<file path="src/rtl/multicycle_controller.sv">
// ---------------------------------------------------------------------------
// multicycle_controller
//   Main control FSM for a multicycle MIPS-style datapath. The state register
//   advances on every rising clock edge; all datapath controls are decoded
//   combinationally from the current state plus the OpCode/Funct fields of the
//   instruction register.
//
// Ports
//   clk          in   system clock, rising edge active
//   reset        in   synchronous reset, active low (0 = reset)
//   OpCode[5:0]  in   Instruction[31:26] from the instruction register
//   Funct[5:0]   in   Instruction[5:0]
//   PCWrite, PCWriteCond, IorD, MemRead, MemWrite, IRWrite, RegWrite,
//   ExtOp, LuiOp out  1-bit datapath controls
//   RegDst, MemtoReg, ALUSrcA, ALUSrcB, PCSource  out  2-bit mux selects
//   ALUOp[3:0]   out  operation class for the ALU-control decoder
//   State[3:0]   out  current FSM state (debug)
//   IllegalOp    out  sticky illegal-opcode flag
//
// Configuration
//   ILLEGAL_OP_TRAP_EN  when defined, an unknown opcode sets IllegalOp and
//                       parks the FSM in HALT until reset. When undefined,
//                       an unknown opcode is a 2-cycle NOP and IllegalOp is 0.
// ---------------------------------------------------------------------------
module multicycle_controller (
    input  logic       clk,
    input  logic       reset,
    input  logic [5:0] OpCode,
    input  logic [5:0] Funct,
    output logic       PCWrite,
    output logic       PCWriteCond,
    output logic       IorD,
    output logic       MemRead,
    output logic       MemWrite,
    output logic       IRWrite,
    output logic       RegWrite,
    output logic       ExtOp,
    output logic       LuiOp,
    output logic [1:0] RegDst,
    output logic [1:0] MemtoReg,
    output logic [1:0] ALUSrcA,
    output logic [1:0] ALUSrcB,
    output logic [1:0] PCSource,
    output logic [3:0] ALUOp,
    output logic [3:0] State,
    output logic       IllegalOp
);

    typedef enum logic [3:0] {
        S_IF     = 4'd0,
        S_ID     = 4'd1,
        S_MEMADR = 4'd2,
        S_MEMRD  = 4'd3,
        S_LWWB   = 4'd4,
        S_SW     = 4'd5,
        S_EXEC   = 4'd6,
        S_ALUWB  = 4'd7,
        S_BRANCH = 4'd8,
        S_JUMP   = 4'd9,
        S_HALT   = 4'd15
    } state_t;

    localparam logic [5:0] OP_RTYPE = 6'h00;
    localparam logic [5:0] OP_J     = 6'h02;
    localparam logic [5:0] OP_JAL   = 6'h03;
    localparam logic [5:0] OP_BEQ   = 6'h04;
    localparam logic [5:0] OP_ADDI  = 6'h08;
    localparam logic [5:0] OP_ADDIU = 6'h09;
    localparam logic [5:0] OP_SLTI  = 6'h0a;
    localparam logic [5:0] OP_SLTIU = 6'h0b;
    localparam logic [5:0] OP_ANDI  = 6'h0c;
    localparam logic [5:0] OP_LUI   = 6'h0f;
    localparam logic [5:0] OP_LW    = 6'h23;
    localparam logic [5:0] OP_SW    = 6'h2b;

    localparam logic [5:0] FN_SLL   = 6'h00;
    localparam logic [5:0] FN_SRL   = 6'h02;
    localparam logic [5:0] FN_SRA   = 6'h03;
    localparam logic [5:0] FN_JR    = 6'h08;
    localparam logic [5:0] FN_JALR  = 6'h09;

    state_t state_r;
    state_t next_state_s;

    // Register jumps (jr/jalr) are R-type but take the JUMP path.
    function automatic logic is_reg_jump(input logic [5:0] op, input logic [5:0] fn);
        return (op == OP_RTYPE) && ((fn == FN_JR) || (fn == FN_JALR));
    endfunction

    // Constant shifts take their first ALU operand from the shamt field.
    function automatic logic is_const_shift(input logic [5:0] fn);
        return (fn == FN_SLL) || (fn == FN_SRL) || (fn == FN_SRA);
    endfunction

    // State register; reset wins over every state, HALT included.
    always_ff @(posedge clk) begin
        if (!reset) begin
            state_r <= S_IF;
        end else begin
            state_r <= next_state_s;
        end
    end

`ifdef ILLEGAL_OP_TRAP_EN
    logic illegal_r;

    // Sticky flag, set on the ID->HALT transition and cleared only by reset.
    always_ff @(posedge clk) begin
        if (!reset) begin
            illegal_r <= 1'b0;
        end else if ((state_r == S_ID) && (next_state_s == S_HALT)) begin
            illegal_r <= 1'b1;
        end else begin
            illegal_r <= illegal_r;
        end
    end

    assign IllegalOp = illegal_r;
`else
    assign IllegalOp = 1'b0;
`endif

    assign State = state_r;

    // Next-state logic: instruction dispatch in ID, fixed successors elsewhere.
    always_comb begin
        next_state_s = S_IF;
        case (state_r)
            S_IF: begin
                next_state_s = S_ID;
            end
            S_ID: begin
                case (OpCode)
                    OP_LW, OP_SW: next_state_s = S_MEMADR;
                    OP_BEQ:       next_state_s = S_BRANCH;
                    OP_J, OP_JAL: next_state_s = S_JUMP;
                    OP_RTYPE: begin
                        if (is_reg_jump(OpCode, Funct)) begin
                            next_state_s = S_JUMP;
                        end else begin
                            next_state_s = S_EXEC;
                        end
                    end
                    OP_ADDI, OP_ADDIU, OP_ANDI, OP_SLTI, OP_SLTIU, OP_LUI: begin
                        next_state_s = S_EXEC;
                    end
                    default: begin
`ifdef ILLEGAL_OP_TRAP_EN
                        next_state_s = S_HALT;
`else
                        next_state_s = S_IF;
`endif
                    end
                endcase
            end
            S_MEMADR: begin
                if (OpCode == OP_LW) begin
                    next_state_s = S_MEMRD;
                end else if (OpCode == OP_SW) begin
                    next_state_s = S_SW;
                end else begin
                    next_state_s = S_IF;
                end
            end
            S_MEMRD:  next_state_s = S_LWWB;
            S_LWWB:   next_state_s = S_IF;
            S_SW:     next_state_s = S_IF;
            S_EXEC:   next_state_s = S_ALUWB;
            S_ALUWB:  next_state_s = S_IF;
            S_BRANCH: next_state_s = S_IF;
            S_JUMP:   next_state_s = S_IF;
            S_HALT: begin
`ifdef ILLEGAL_OP_TRAP_EN
                next_state_s = S_HALT;
`else
                next_state_s = S_IF;
`endif
            end
            default:  next_state_s = S_IF;
        endcase
    end

    // Output decode: Moore per state, qualified by OpCode/Funct where needed.
    always_comb begin
        PCWrite     = 1'b0;
        PCWriteCond = 1'b0;
        IorD        = 1'b0;
        MemRead     = 1'b0;
        MemWrite    = 1'b0;
        IRWrite     = 1'b0;
        RegWrite    = 1'b0;
        ExtOp       = 1'b0;
        LuiOp       = 1'b0;
        RegDst      = 2'd0;
        MemtoReg    = 2'd0;
        ALUSrcA     = 2'd0;
        ALUSrcB     = 2'd0;
        PCSource    = 2'd0;
        ALUOp       = 4'b0000;
        case (state_r)
            S_IF: begin
                MemRead = 1'b1;
                IRWrite = 1'b1;
                ALUSrcB = 2'd1;
                PCWrite = 1'b1;
            end
            S_ID: begin
                // Branch target PC+4+(imm<<2) is computed here into ALUOut.
                ALUSrcB = 2'd3;
                ExtOp   = 1'b1;
            end
            S_MEMADR: begin
                ALUSrcA = 2'd1;
                ALUSrcB = 2'd2;
                ExtOp   = 1'b1;
                ALUOp   = 4'b0100;
            end
            S_MEMRD: begin
                MemRead = 1'b1;
                IorD    = 1'b1;
            end
            S_LWWB: begin
                RegWrite = 1'b1;
                MemtoReg = 2'd1;
            end
            S_SW: begin
                MemWrite = 1'b1;
                IorD     = 1'b1;
            end
            S_EXEC: begin
                if (OpCode == OP_RTYPE) begin
                    ALUSrcA = is_const_shift(Funct) ? 2'd2 : 2'd1;
                    ALUOp   = 4'b0011;
                end else begin
                    ALUSrcA = 2'd1;
                    ALUSrcB = 2'd2;
                    ExtOp   = 1'b1;
                    case (OpCode)
                        OP_ADDI:  ALUOp = 4'b0100;
                        OP_ADDIU: ALUOp = 4'b0000;
                        OP_SLTI:  ALUOp = 4'b0101;
                        OP_SLTIU: ALUOp = 4'b0001;
                        OP_ANDI: begin
                            ALUOp = 4'b0110;
                            ExtOp = 1'b0;
                        end
                        OP_LUI:   LuiOp = 1'b1;
                        default:  ALUOp = 4'b0000;
                    endcase
                end
            end
            S_ALUWB: begin
                RegWrite = 1'b1;
                RegDst   = (OpCode == OP_RTYPE) ? 2'd1 : 2'd0;
            end
            S_BRANCH: begin
                ALUSrcA     = 2'd1;
                ALUOp       = 4'b0010;
                PCWriteCond = 1'b1;
                PCSource    = 2'd1;
            end
            S_JUMP: begin
                PCWrite = 1'b1;
                if ((OpCode == OP_J) || (OpCode == OP_JAL)) begin
                    PCSource = 2'd2;
                    if (OpCode == OP_JAL) begin
                        RegWrite = 1'b1;
                        MemtoReg = 2'd2;
                        RegDst   = 2'd2;
                    end else begin
                        RegWrite = 1'b0;
                    end
                end else begin
                    PCSource = 2'd3;
                    if (Funct == FN_JALR) begin
                        RegWrite = 1'b1;
                        MemtoReg = 2'd2;
                        RegDst   = 2'd1;
                    end else begin
                        RegWrite = 1'b0;
                    end
                end
            end
            S_HALT: begin
                PCWrite = 1'b0;
            end
            default: begin
                PCWrite = 1'b0;
            end
        endcase

        // No architectural write may happen while reset is held.
        if (!reset) begin
            PCWrite     = 1'b0;
            PCWriteCond = 1'b0;
            IRWrite     = 1'b0;
            RegWrite    = 1'b0;
            MemWrite    = 1'b0;
            MemRead     = 1'b0;
        end else begin
            IorD = IorD;
        end
    end

endmodule

</file>
<file path="config.mk">
export PLATFORM = sky130hd
export DESIGN_NAME = multicycle_controller
export DESIGN_NICKNAME = d
export VERILOG_FILES = /design/src/rtl/multicycle_controller.sv
export SDC_FILE = /design/constraint.sdc
export NUM_CORES = 1
export LEC_CHECK = 0
export ABC_AREA = 1
export BUFFER_PORTS_ARGS = -buffer_cell sky130_fd_sc_hd__buf_2
export CORE_MARGIN = 4
export CORE_UTILIZATION = 35
export CTS_BUF_LIST = sky130_fd_sc_hd__clkbuf_16
export CTS_CLUSTER_DIAMETER = 50
export CTS_CLUSTER_SIZE = 30
export DETAILED_ROUTE_END_ITERATION = 8
export HOLD_SLACK_MARGIN = 0.02
export PLACE_DENSITY = 0.77
export SYNTH_ARGS = -nofsm -noshare
export SYNTH_HDL_FRONTEND = slang
export SYNTH_SLANG_ARGS = --single-unit
</file>
<file path="constraint.sdc">
create_clock -name clk -period 1.19 [get_ports clk]
set_input_delay 0.0595 -clock clk [delete_from_list [all_inputs] [get_ports clk]]
set_output_delay 0.0595 -clock clk [all_outputs]
set_load 0.02 [all_outputs]
</file>
==> impl_metrics.toml, run 1 <==
[run_status]
run_status = "finished with violations"
failed_checks = "negative setup slack"

[critical_path]
timing.critical_path.to_type = "output port"
data_arrival_time_of_the_critical_path_ns = 1.61
max_fanout_on_critical_path = 3
timing.critical_path.slowest_stage_cell = "sky130_fd_sc_hd__dfxtp_4"
worstRegToRegCells = 9
worst-endpoint-required_ns = 1.13
crit-reg2reg-launch = "State[2]$_SDFF_PN0_"
rr_endpoint = "State[0]$_SDFF_PN0_"
r2r_slack_ns = -0.19
critical_path.top_delay_family = "simple AND/OR/NAND/NOR gates"
critPathBufInv = 3
cp_cell_sequence = "inv_4, nand2_4, nor3_4, inv_2, nor3_4, nor2_4, a21oi_4, buf_6"
critical-path-max-stage-delay_ns = 0.34
timing_worst_setup_path_type = "flip-flop to output port"
critical_path.most_common_cell = "sky130_fd_sc_hd__nor3_4"
timing.critical_path.from_type = "flip-flop"

[final_layout]
area_delta_synth_final_pct = 134
layout.cell_area.non_filler_sq_mm = 0.00160
drive_above_1_share = 0.638
finish.net_count = 215
largest_register_ff_count = 4
n_antenna_cell = 0
layout.core_utilization = 0.895
layoutNonFillerInstCount = 224

[timing]
rsz0062_at_grt = "true"
finalHoldViolations = 0
finalClockSkew_ns = 0.00418
finalWorstPathRequiredPeriod_ns = 1.67
setup_viol = 26
final_critical_path_setup_slack_ns = -0.480
finalCritPeriodShare = 1.40
report.final.slew_viol_count = 0
max_clock_freq_mhz = 599

[placed_design]
port-buffer-count = 39
placed_cells_incl_taps = 212
detailedPlacementHpwl_um = 2170
gp_congestion = 0.897
dpl_cell_area_sq_mm = 0.00116
dp_worst_setup_slack_ns = -0.201

[drt]
drt_first_pass_iters = 4
postRouteWirelength_um = 4790
drt_drc_violations_left = 0
drtIter0Drc = 127
detailroute.via_count = 1369
ant_nets = 0
detail_routed_via_count_per_cell = 6.11
routedWlPerCell_um = 21.4

[die]
die_w_um = 52.1
fp.dieH_um = 52.1
placement_rows = 15
num_io_pins = 42
floorplan.core_area_sq_mm = 0.00178
dieArea_sq_mm = 0.00272
start_util = 0.382

[min_path]
timing.hold.worst_endpoint = "State[0]$_SDFF_PN0_"
hold_depth = 3
hold_path.startpoint = "reset"
min_path_type = "input pin to flip-flop"

[clock_tree]
cts_max_path_buffers = 2
path_clk_slew_ns = 0.03
clkLatencyLatePin_ns = 0.22
root_buffer = "sky130_fd_sc_hd__clkbuf_16"
cts.htree.levels = 1
tritoncts_sink_count = 4
tritoncts.num_buffers = 3
post_cts_hold_buffer_count = 0
tritoncts = "yes"

[job]
cap_violations = 0

[logic_synthesis]
synthCells = 125
synth_cell_type_count = 26
synth_top_area_share = 0.171
biggest_area_contributors_in_the_synthesized_netlist = "sky130_fd_sc_hd__nand2_1 (17%), sky130_fd_sc_hd__dfxtp_1 (12%), sky130_fd_sc_hd__nor2_1 (12%)"
postSynthRegisterBits = 4
yosysWarningCount = 0
syn-cell-area_sq_um = 682
synth_seq_area_share = 0.117
avgSynthCellArea_sq_um = 5.46
synth_largest_area_cell = "sky130_fd_sc_hd__nand2_1"

[global_routing]
number_of_global_route_vias_before_repair = 1316
antenna_found_initial = 0
grt_max_degree = 9
groute.usage.overall = 0.348
grt_remaining_overflow = 0
first_pass_grt_wire_length_um = 6870

[pwr]
power_leakage_nw = 0.808
pwr_density_cell_mw_per_mm2 = 639
worst_ir_drop_vdd_v = 0.00154
through the flow:
stage	hold WS [ns]	setup TNS, ns	total power, mW
floorplan	0.157	-1.25	0.291
global placement	0.278	-0.648	0.389
detailed placement	0.274	-0.999	0.397
CTS	0.0473	-3.70	0.974
global route	0.0565	-7.78	1.05
finish	0.0458	-6.67	1.02
where the power goes:
group          total (mW)  switching, mW  internal [mW]
registers           0.143        0.00816          0.134
clock network       0.525         0.0953          0.429
logic               0.352          0.215          0.137
total                1.02          0.319          0.701
per-layer routing:
metal | vias to the layer above | GRT usage | wire length (um) | share of wire
met4 | 0 | 0.174 | 345 | 0.072
met3 | 58 | 0.143 | 638 | 0.13
met1 | 594 | 0.364 | 1620 | 0.34
met2 | 168 | 0.592 | 2180 | 0.45
met5 | - | 0 | 0 | 0
li1 | 549 | - | - | -
layout by cell type (no fill, tap or decap), types with 2 or more instances in the layout:
master,n
sky130_fd_sc_hd__o21ai_2,5
sky130_fd_sc_hd__buf_6,23
sky130_fd_sc_hd__nand2_2,3
sky130_fd_sc_hd__nor2_2,7
sky130_fd_sc_hd__a21oi_1,5
sky130_fd_sc_hd__inv_4,2
sky130_fd_sc_hd__nand3_1,8
sky130_fd_sc_hd__clkbuf_16,3
sky130_fd_sc_hd__buf_4,31
sky130_fd_sc_hd__nor2_4,7
sky130_fd_sc_hd__nor2_1,13
sky130_fd_sc_hd__buf_2,18
sky130_fd_sc_hd__nand4_1,2
sky130_fd_sc_hd__nor3_2,2
sky130_fd_sc_hd__nor3_4,3
sky130_fd_sc_hd__inv_1,12
sky130_fd_sc_hd__dfxtp_4,4
sky130_fd_sc_hd__o21ai_0,2
sky130_fd_sc_hd__nand2_4,3
sky130_fd_sc_hd__inv_2,4
sky130_fd_sc_hd__nand2_1,24
sky130_fd_sc_hd__nor4_4,2
sky130_fd_sc_hd__conb_1,2
logic make-up after synthesis:
logic type	share of synthesized area
AO/OA/AOI/OAI	0.154
buffers and inverters	0.143
other	0.00550
flip-flops	0.117
AND/OR/NAND/NOR	0.580
repair_timing:
item	CTS	global route
cloned	0	0
resized for setup	77	6
endpoints found under the setup margin	26	26
buffers inserted	7	3
pin swaps	22	3
synthesized netlist by cell type:
cell type / count
sky130_fd_sc_hd__nor3_1: 3
sky130_fd_sc_hd__nor3_4: 2
sky130_fd_sc_hd__inv_1: 17
sky130_fd_sc_hd__inv_2: 2
sky130_fd_sc_hd__a31oi_1: 1
sky130_fd_sc_hd__o21ai_0: 7
sky130_fd_sc_hd__nor2_1: 21
sky130_fd_sc_hd__nand4_1: 2
sky130_fd_sc_hd__nand3_1: 10
sky130_fd_sc_hd__or3_1: 1
sky130_fd_sc_hd__a211oi_1: 1
sky130_fd_sc_hd__nor4_2: 1
sky130_fd_sc_hd__buf_4: 2
sky130_fd_sc_hd__nand2_1: 31
sky130_fd_sc_hd__nor2_2: 4
sky130_fd_sc_hd__a21oi_1: 6
sky130_fd_sc_hd__dfxtp_1: 4
sky130_fd_sc_hd__buf_6: 1
sky130_fd_sc_hd__a31o_2: 1
sky130_fd_sc_hd__nor2_4: 2
sky130_fd_sc_hd__nor3_2: 1
sky130_fd_sc_hd__conb_1: 1
sky130_fd_sc_hd__a21oi_2: 1
sky130_fd_sc_hd__o21ai_2: 1
sky130_fd_sc_hd__nand3b_1: 1
sky130_fd_sc_hd__nor4_1: 1
cell type report:
| cell class | count | area, sq um |
|---|---|---|
| inverter | 19 | 81.3 |
| sequential | 4 | 95.1 |
| fill | 69 | 186 |
| tap | 25 | 31.3 |
| multi-input combinational | 100 | 712 |
| clock buffer | 3 | 75.1 |
| timing repair buffer | 73 | 602 |
tightest hold or removal path: cells and delay by family:
kind | cells | cell delay [ns]
buffers and inverters | 2 | 0.14
and+or+nand+nor | 1 | 0.05
worst max path at each step:
stage | startpoint | end | cells after the start
floorplan | State[1]$_SDFF_PN0_ | RegWrite | 7
global placement | State[1]$_SDFF_PN0_ | RegWrite | 8
detailed placement | State[1]$_SDFF_PN0_ | RegWrite | 8
CTS | State[3]$_SDFF_PN0_ | RegWrite | 7
global route | State[3]$_SDFF_PN0_ | RegWrite | 7
finish | State[1]$_SDFF_PN0_ | RegWrite | 8
Power figures use the tool's default switching activity.
==> run 2: changes to the inputs <==
==> constraint.sdc (replaced) <==
create_clock -name clk -period 1.19 [get_ports clk]
set_input_delay 0.0595 -clock clk [delete_from_list [all_inputs] [get_ports clk]]
set_output_delay 0.0595 -clock clk [all_outputs]
set_load 0.1 [all_outputs]
==> run 2 against run 1 <==
Against the previous run: the flow now stops in detailed placement (3_5_place_dp); synthesized cell count did not move; synthesized area did not move.
==> impl_metrics.toml, run 2 <==
[run_status]
run_status = "did not finish"
last_stage_reached = "detailed placement (3_5_place_dp)"
stop_error = "[ERROR DPL-0033] detailed placement checks failed during check placement."

[logic_synthesis]
synthCells = 125
netlist_top_cells_count = "sky130_fd_sc_hd__nand2_1 (31), sky130_fd_sc_hd__nor2_1 (21), sky130_fd_sc_hd__inv_1 (17)"
synth_seq_area_share = 0.117
synth_top_area_share = 0.171
number_of_enable_type_register_cells_in_the_synthesized_netlist = 0
avgSynthCellArea_sq_um = 5.46
synthArstFlopShare = 0
synth_largest_area_cell = "sky130_fd_sc_hd__nand2_1"
ys.flop_type = "sky130_fd_sc_hd__dfxtp_1"
yosysWarningCount = 0
biggest_area_contributors_in_the_synthesized_netlist = "sky130_fd_sc_hd__nand2_1 (17%), sky130_fd_sc_hd__dfxtp_1 (12%), sky130_fd_sc_hd__nor2_1 (12%)"
syn-cell-area_sq_um = 682
postSynthRegisterBits = 4
synth_most_common_cell = "sky130_fd_sc_hd__nand2_1"
synth_cell_type_count = 26

[die]
die_w_um = 52.1
start_util = 0.382
num_io_pins = 42
placement_rows = 15
fp.dieH_um = 52.1

[placed_design]
gp_congestion = 0.962
port-buffer-count = 39
detailedPlacementHpwl_um = 4300
[run 2: through the flow]
step,worst slack [ns],hold WS (ns),instances,instance area [sq um]
2_1_floorplan,-2.08,0.157,126,885
3_3_place_gp,-0.242,0.273,225,1770
[run 2: cell families after synthesis]
kind of cell,Yosys count,share of synthesized area
AND/OR/NAND/NOR,80,0.580
buffers and inverters,22,0.143
AO/OA/AOI/OAI,18,0.154
flip-flops,4,0.117
other,1,0.00550
==> run 3: changes to the inputs <==
CORE_AREA = 4 4 65 67   (was not set)
CORE_MARGIN = not set   (was 4)
CORE_UTILIZATION = not set   (was 35)
CTS_BUF_LIST = not set   (was sky130_fd_sc_hd__clkbuf_16)
CTS_CLUSTER_DIAMETER = not set   (was 50)
CTS_CLUSTER_SIZE = not set   (was 30)
DIE_AREA = 0 0 69 71   (was not set)
HOLD_SLACK_MARGIN = not set   (was 0.02)
PLACE_DENSITY = not set   (was 0.77)
PLACE_DENSITY_LB_ADDON = 0.15   (was not set)
clock period = 1.5 ns   (was 1.19 ns; I/O delays follow)
==> run 3 against run 2 <==
Against the previous run: the flow now finishes, with violations (negative setup slack).
==> impl_metrics.toml, run 3 (same netlist as run 1, synthesis figures left out) <==
[run_status]
run_status = "finished with violations"
failed_checks = "negative setup slack"

[final_layout]
area_delta_synth_final_pct = 155
layout.core_utilization = 0.479
drive_above_1_share = 0.612
mostFrequentLayoutCells = "sky130_fd_sc_hd__nand2_1 (23), sky130_fd_sc_hd__buf_12 (22), sky130_fd_sc_hd__buf_2 (17)"
largest_register_ff_count = 4
n_antenna_cell = 0
finish.net_count = 203
layout_commonest_cell = "sky130_fd_sc_hd__nand2_1"

[job]
cap_violations = 0

[global_routing]
first_pass_grt_wire_length_um = 4370
antenna_found_initial = 0
grt_remaining_overflow = 0
groute.usage.overall = 0.107
grt_max_degree = 8
number_of_global_route_vias_before_repair = 957

[critical_path]
timing.critical_path.to_type = "output port"
r2r_slack_ns = 0.19
worst_setup_path_endpoint = "RegWrite"
rr_endpoint = "State[0]$_SDFF_PN0_"
max_fanout_on_critical_path = 3
crit-reg2reg-launch = "State[3]$_SDFF_PN0_"
worst-endpoint-required_ns = 1.42
timing.critical_path.from_type = "flip-flop"
cp-startpoint = "State[1]$_SDFF_PN0_"
worstRegToRegCells = 8
data_arrival_time_of_the_critical_path_ns = 1.56
timing_worst_setup_path_type = "flip-flop to output port"

[timing]
finalWorstPathRequiredPeriod_ns = 1.64
rsz0062_at_grt = "true"
setup_viol = 9
report.final.slew_viol_count = 0
finalCritPeriodShare = 1.09
final_critical_path_setup_slack_ns = -0.138
finalHoldViolations = 0
totalNegativeSetupSlack_ns = -0.611
finalClockSkew_ns = 0.00347
max_clock_freq_mhz = 610

[pwr]
power_leakage_nw = 0.786
worst_ir_drop_vdd_v = 0.000274
pwr_density_cell_mw_per_mm2 = 453
fin_total_pwr_uw = 789

[drt]
detailroute.via_count = 1028
postRouteWirelength_um = 2680
drt_first_pass_iters = 4
drt_drc_violations_left = 0
detail_routed_via_count_per_cell = 4.36
routedWlPerCell_um = 11.3
drtIter0Drc = 29
ant_nets = 0

[placed_design]
dp_worst_setup_slack_ns = 0.00183
gp_congestion = 0.848
port-buffer-count = 39
detailedPlacementHpwl_um = 2330

[die]
placement_rows = 22
start_util = 0.188
fp.dieH_um = 71
die_w_um = 69
dieArea_sq_mm = 0.00490
num_io_pins = 42
floorplan.core_area_sq_mm = 0.00363

[clock_tree]
tritoncts_sink_count = 4
root_buffer = "sky130_fd_sc_hd__clkbuf_8"
path_clk_slew_ns = 0.03
cts_max_path_buffers = 2
tritoncts.num_buffers = 3
tritoncts = "yes"
clkLatencyLatePin_ns = 0.22
cts.htree.levels = 1

[min_path]
min_path_type = "input pin to flip-flop"
## run 3: worst min path at each step
stage          slack (ns)   from  cells after the start                  end
6_report             0.07  reset                      3  State[0]$_SDFF_PN0_
5_1_grt              0.11  reset                      3  State[0]$_SDFF_PN0_
4_1_cts              0.07  reset                      3  State[0]$_SDFF_PN0_
3_5_place_dp         0.30  reset                      3  State[0]$_SDFF_PN0_
3_3_place_gp         0.30  reset                      3  State[0]$_SDFF_PN0_
2_1_floorplan        0.17  reset                      2  State[0]$_SDFF_PN0_
## run 3: where the power goes
| part | total [mW] | leakage (nW) | internal [mW] | switching, mW |
|---|---|---|---|---|
| Clock | 0.240 | 0.0228 | 0.182 | 0.0581 |
| Combinational | 0.435 | 0.728 | 0.141 | 0.294 |
| Sequential | 0.114 | 0.0355 | 0.107 | 0.00721 |
| Total | 0.789 | 0.786 | 0.429 | 0.360 |
## run 3: layout make-up
class / instances / area, sq um
Inverter: 19 / 77.6
Tap cell: 48 / 60.1
Clock buffer: 4 / 45.0
Fill cell: 358 / 1890
Timing Repair Buffer: 61 / 721
Sequential cell: 4 / 95.1
Multi-Input combinational cell: 100 / 743
## run 3: repair_timing
item	CTS	global route
buffers inserted	5	2
pin swaps	10	4
hold buffers	0	0
resized for setup	15	12
endpoints found under the setup margin	15	18
## run 3: metal layers
layer | part of all wire | wire [um] | global-route usage
met1 | 0.42 | 1120 | 0.127
met2 | 0.52 | 1400 | 0.193
met3 | 0.044 | 118 | 0.0170
met4 | 0.011 | 29 | 0.0390
met5 | 0 | 0 | 0
## run 3: metrics by stage
| stage | hold slack, ns | area [sq um] | cells |
|---|---|---|---|
| 2_1_floorplan | 0.172 | 885 | 126 |
| 3_3_place_gp | 0.304 | 1560 | 226 |
| 3_5_place_dp | 0.301 | 1560 | 226 |
| 4_1_cts | 0.0742 | 1700 | 235 |
| 5_1_grt | 0.114 | 1740 | 236 |
| 6_report | 0.0735 | 1740 | 236 |
## run 3: critical path, stage by stage, from the launching register on
cell	delay, ns
sky130_fd_sc_hd__dfxtp_4	0.34
sky130_fd_sc_hd__inv_4	0.07
sky130_fd_sc_hd__nand2_4	0.05
sky130_fd_sc_hd__nor3_4	0.23
sky130_fd_sc_hd__nand2_2	0.11
sky130_fd_sc_hd__nor2_4	0.14
sky130_fd_sc_hd__nor2_4	0.07
sky130_fd_sc_hd__a21oi_4	0.14
sky130_fd_sc_hd__buf_12	0.19
==> run 4: changes to the inputs <==
REMOVE_ABC_BUFFERS = 1   (was not set)
==> run 4 against run 3 <==
Against the previous run: the flow still finishes with violations (negative setup slack); die area is the same; setup slack lost 0.010 ns; sequential power is essentially flat; register-to-register slack lost 0.08 ns; sequential cell count is the same; clock skew shrank 0.0014 ns; hold slack lost 0.0016 ns; combinational power shrank 7.8%; first-iteration DRC count grew 72%; routed wire length grew 7.3%; non-clock buffer count grew 4; maximum frequency shrank 0.63%; critical endpoint is now ALUSrcA[1].
==> impl_metrics.toml, run 4 (same netlist as run 1, synthesis figures left out) <==
[placed_design]
gp_congestion = 0.780
detailedPlacementHpwl_um = 2270
port-buffer-count = 39
dpl_cell_area_sq_mm = 0.00135

[final_layout]
n_antenna_cell = 0
finish.net_count = 207
largest_register_ff_count = 4
num-fill-cells = 382
area_delta_synth_final_pct = 133
layout.cell_area.non_filler_sq_mm = 0.00159
layout_commonest_cell = "sky130_fd_sc_hd__nand2_1"
mostFrequentLayoutCells = "sky130_fd_sc_hd__nand2_1 (27), sky130_fd_sc_hd__buf_4 (25), sky130_fd_sc_hd__buf_12 (22)"
drive_above_1_share = 0.545

[drt]
drt_first_pass_iters = 4
drtIter0Drc = 50
detail_routed_via_count_per_cell = 4.42
drt_drc_violations_left = 0
routedWlPerCell_um = 12.0
detailroute.via_count = 1057
postRouteWirelength_um = 2870
ant_nets = 0

[die]
floorplan.core_area_sq_mm = 0.00363
placement_rows = 22
die_w_um = 69
num_io_pins = 42
dieArea_sq_mm = 0.00490
start_util = 0.188
fp.dieH_um = 71

[critical_path]
timing.critical_path.slowest_stage_cell = "sky130_fd_sc_hd__dfxtp_4"
worst_setup_path_endpoint = "ALUSrcA[1]"
critical-path-max-stage-delay_ns = 0.36
rr_endpoint = "State[2]$_SDFF_PN0_"
max_fanout_on_critical_path = 4
cp_cell_sequence = "nor3_4, inv_2, buf_4, nor4_4, buf_12"
worst-endpoint-required_ns = 1.42
r2r_slack_ns = 0.11
data_arrival_time_of_the_critical_path_ns = 1.57
timing_worst_setup_path_type = "flip-flop to output port"
cp-startpoint = "State[3]$_SDFF_PN0_"
worstRegToRegCells = 7
crit-reg2reg-launch = "State[3]$_SDFF_PN0_"
timing.critical_path.from_type = "flip-flop"
timing.critical_path.to_type = "output port"

[min_path]
min_path_type = "input pin to flip-flop"

[timing]
finalWorstPathRequiredPeriod_ns = 1.65
final_critical_path_setup_slack_ns = -0.149
finalClockSkew_ns = 0.00210
max_clock_freq_mhz = 607
rsz0062_at_grt = "true"
finalCritPeriodShare = 1.10
finalHoldViolations = 0
setup_viol = 12
report.final.slew_viol_count = 0

[clock_tree]
root_buffer = "sky130_fd_sc_hd__clkbuf_8"
clkLatencyLatePin_ns = 0.22
path_clk_slew_ns = 0.03
tritoncts = "yes"
cts_max_path_buffers = 2
tritoncts_sink_count = 4
tritoncts.num_buffers = 3
cts.htree.levels = 1

[global_routing]
number_of_global_route_vias_before_repair = 1049
groute.usage.overall = 0.115
grt_max_degree = 9
antenna_found_initial = 0
grt_remaining_overflow = 0
first_pass_grt_wire_length_um = 4680

[pwr]
worst_ir_drop_vdd_v = 0.000166
fin_total_pwr_uw = 740
pwr_density_cell_mw_per_mm2 = 466
power_leakage_nw = 0.794

[run_status]
failed_checks = "negative setup slack"
run_status = "finished with violations"

[job]
cap_violations = 0
==> run 4: cell count changes in the layout (fill, tap and decap cells not counted), sizes merged <==
| cell | delta |
|---|---|
| clkinvlp | -1 |
| clkbuf | -1 |
| buf | +4 |
| inv | +1 |
==> run 4: worst max-delay path, delay by kind of cell, from the launching register on <==
kind	cells	cell delay, ns
buffers and inverters	3	0.50
AND/OR/NAND/NOR	2	0.48
flip-flops	1	0.36
==> run 4: final cells by class <==
type                            instances  area [sq um]  share of cell area
Timing Repair Buffer                   65           724               0.456
Sequential cell                         4          90.1              0.0567
Clock buffer                            3          41.3              0.0260
Multi-Input combinational cell        100           597               0.376
Inverter                               19          76.3              0.0480
Tap cell                               48          60.1              0.0378
==> run 4: worst min-delay path by stage <==
stage | start | to | slack, ns | depth (start not counted)
5_1_grt | reset | State[0]$_SDFF_PN0_ | 0.11 | 3
6_report | reset | State[0]$_SDFF_PN0_ | 0.07 | 3
3_3_place_gp | reset | State[0]$_SDFF_PN0_ | 0.30 | 3
4_1_cts | reset | State[0]$_SDFF_PN0_ | 0.08 | 3
2_1_floorplan | reset | State[0]$_SDFF_PN0_ | 0.17 | 2
3_5_place_dp | reset | State[0]$_SDFF_PN0_ | 0.30 | 3
==> run 4: what timing repair did <==
action,CTS,global route
hold buffers,0,0
setup buffers,10,4
pin swaps,8,10
gates resized for setup,17,19
endpoints found under the setup margin,16,21
==> run 4: through the flow <==
| stage | setup TNS [ns] | worst slack, ns | util | cells | hold slack (ns) |
|---|---|---|---|---|---|
| after floorplan | -39.64 | -2.79 | - | 123 | 0.173 |
| after global placement | 0 | 0.0280 | 0.372 | 224 | 0.302 |
| after detailed placement | -0.0412 | -0.0412 | 0.372 | 224 | 0.299 |
| after CTS | -1.79 | -0.194 | 0.414 | 237 | 0.0781 |
| after global routing | -2.07 | -0.222 | 0.437 | 239 | 0.107 |
| final | -1.11 | -0.149 | 0.437 | 239 | 0.0719 |
==> run 4: layer usage <==
layer	track usage	vias up	part of all wire	routed length [um]
met1	0.131	469	0.39	1120
met3	0.0213	6	0.065	187
met4	0.0521	0	0.021	59
li1	-	533	-	-
met5	0	-	0	0
met2	0.209	49	0.52	1500
==> run 4: report_power, final <==
part | total [mW] | switching [mW] | internal (mW)
clock | 0.225 | 0.0545 | 0.171
sequential | 0.114 | 0.00524 | 0.109
combinational | 0.401 | 0.276 | 0.124
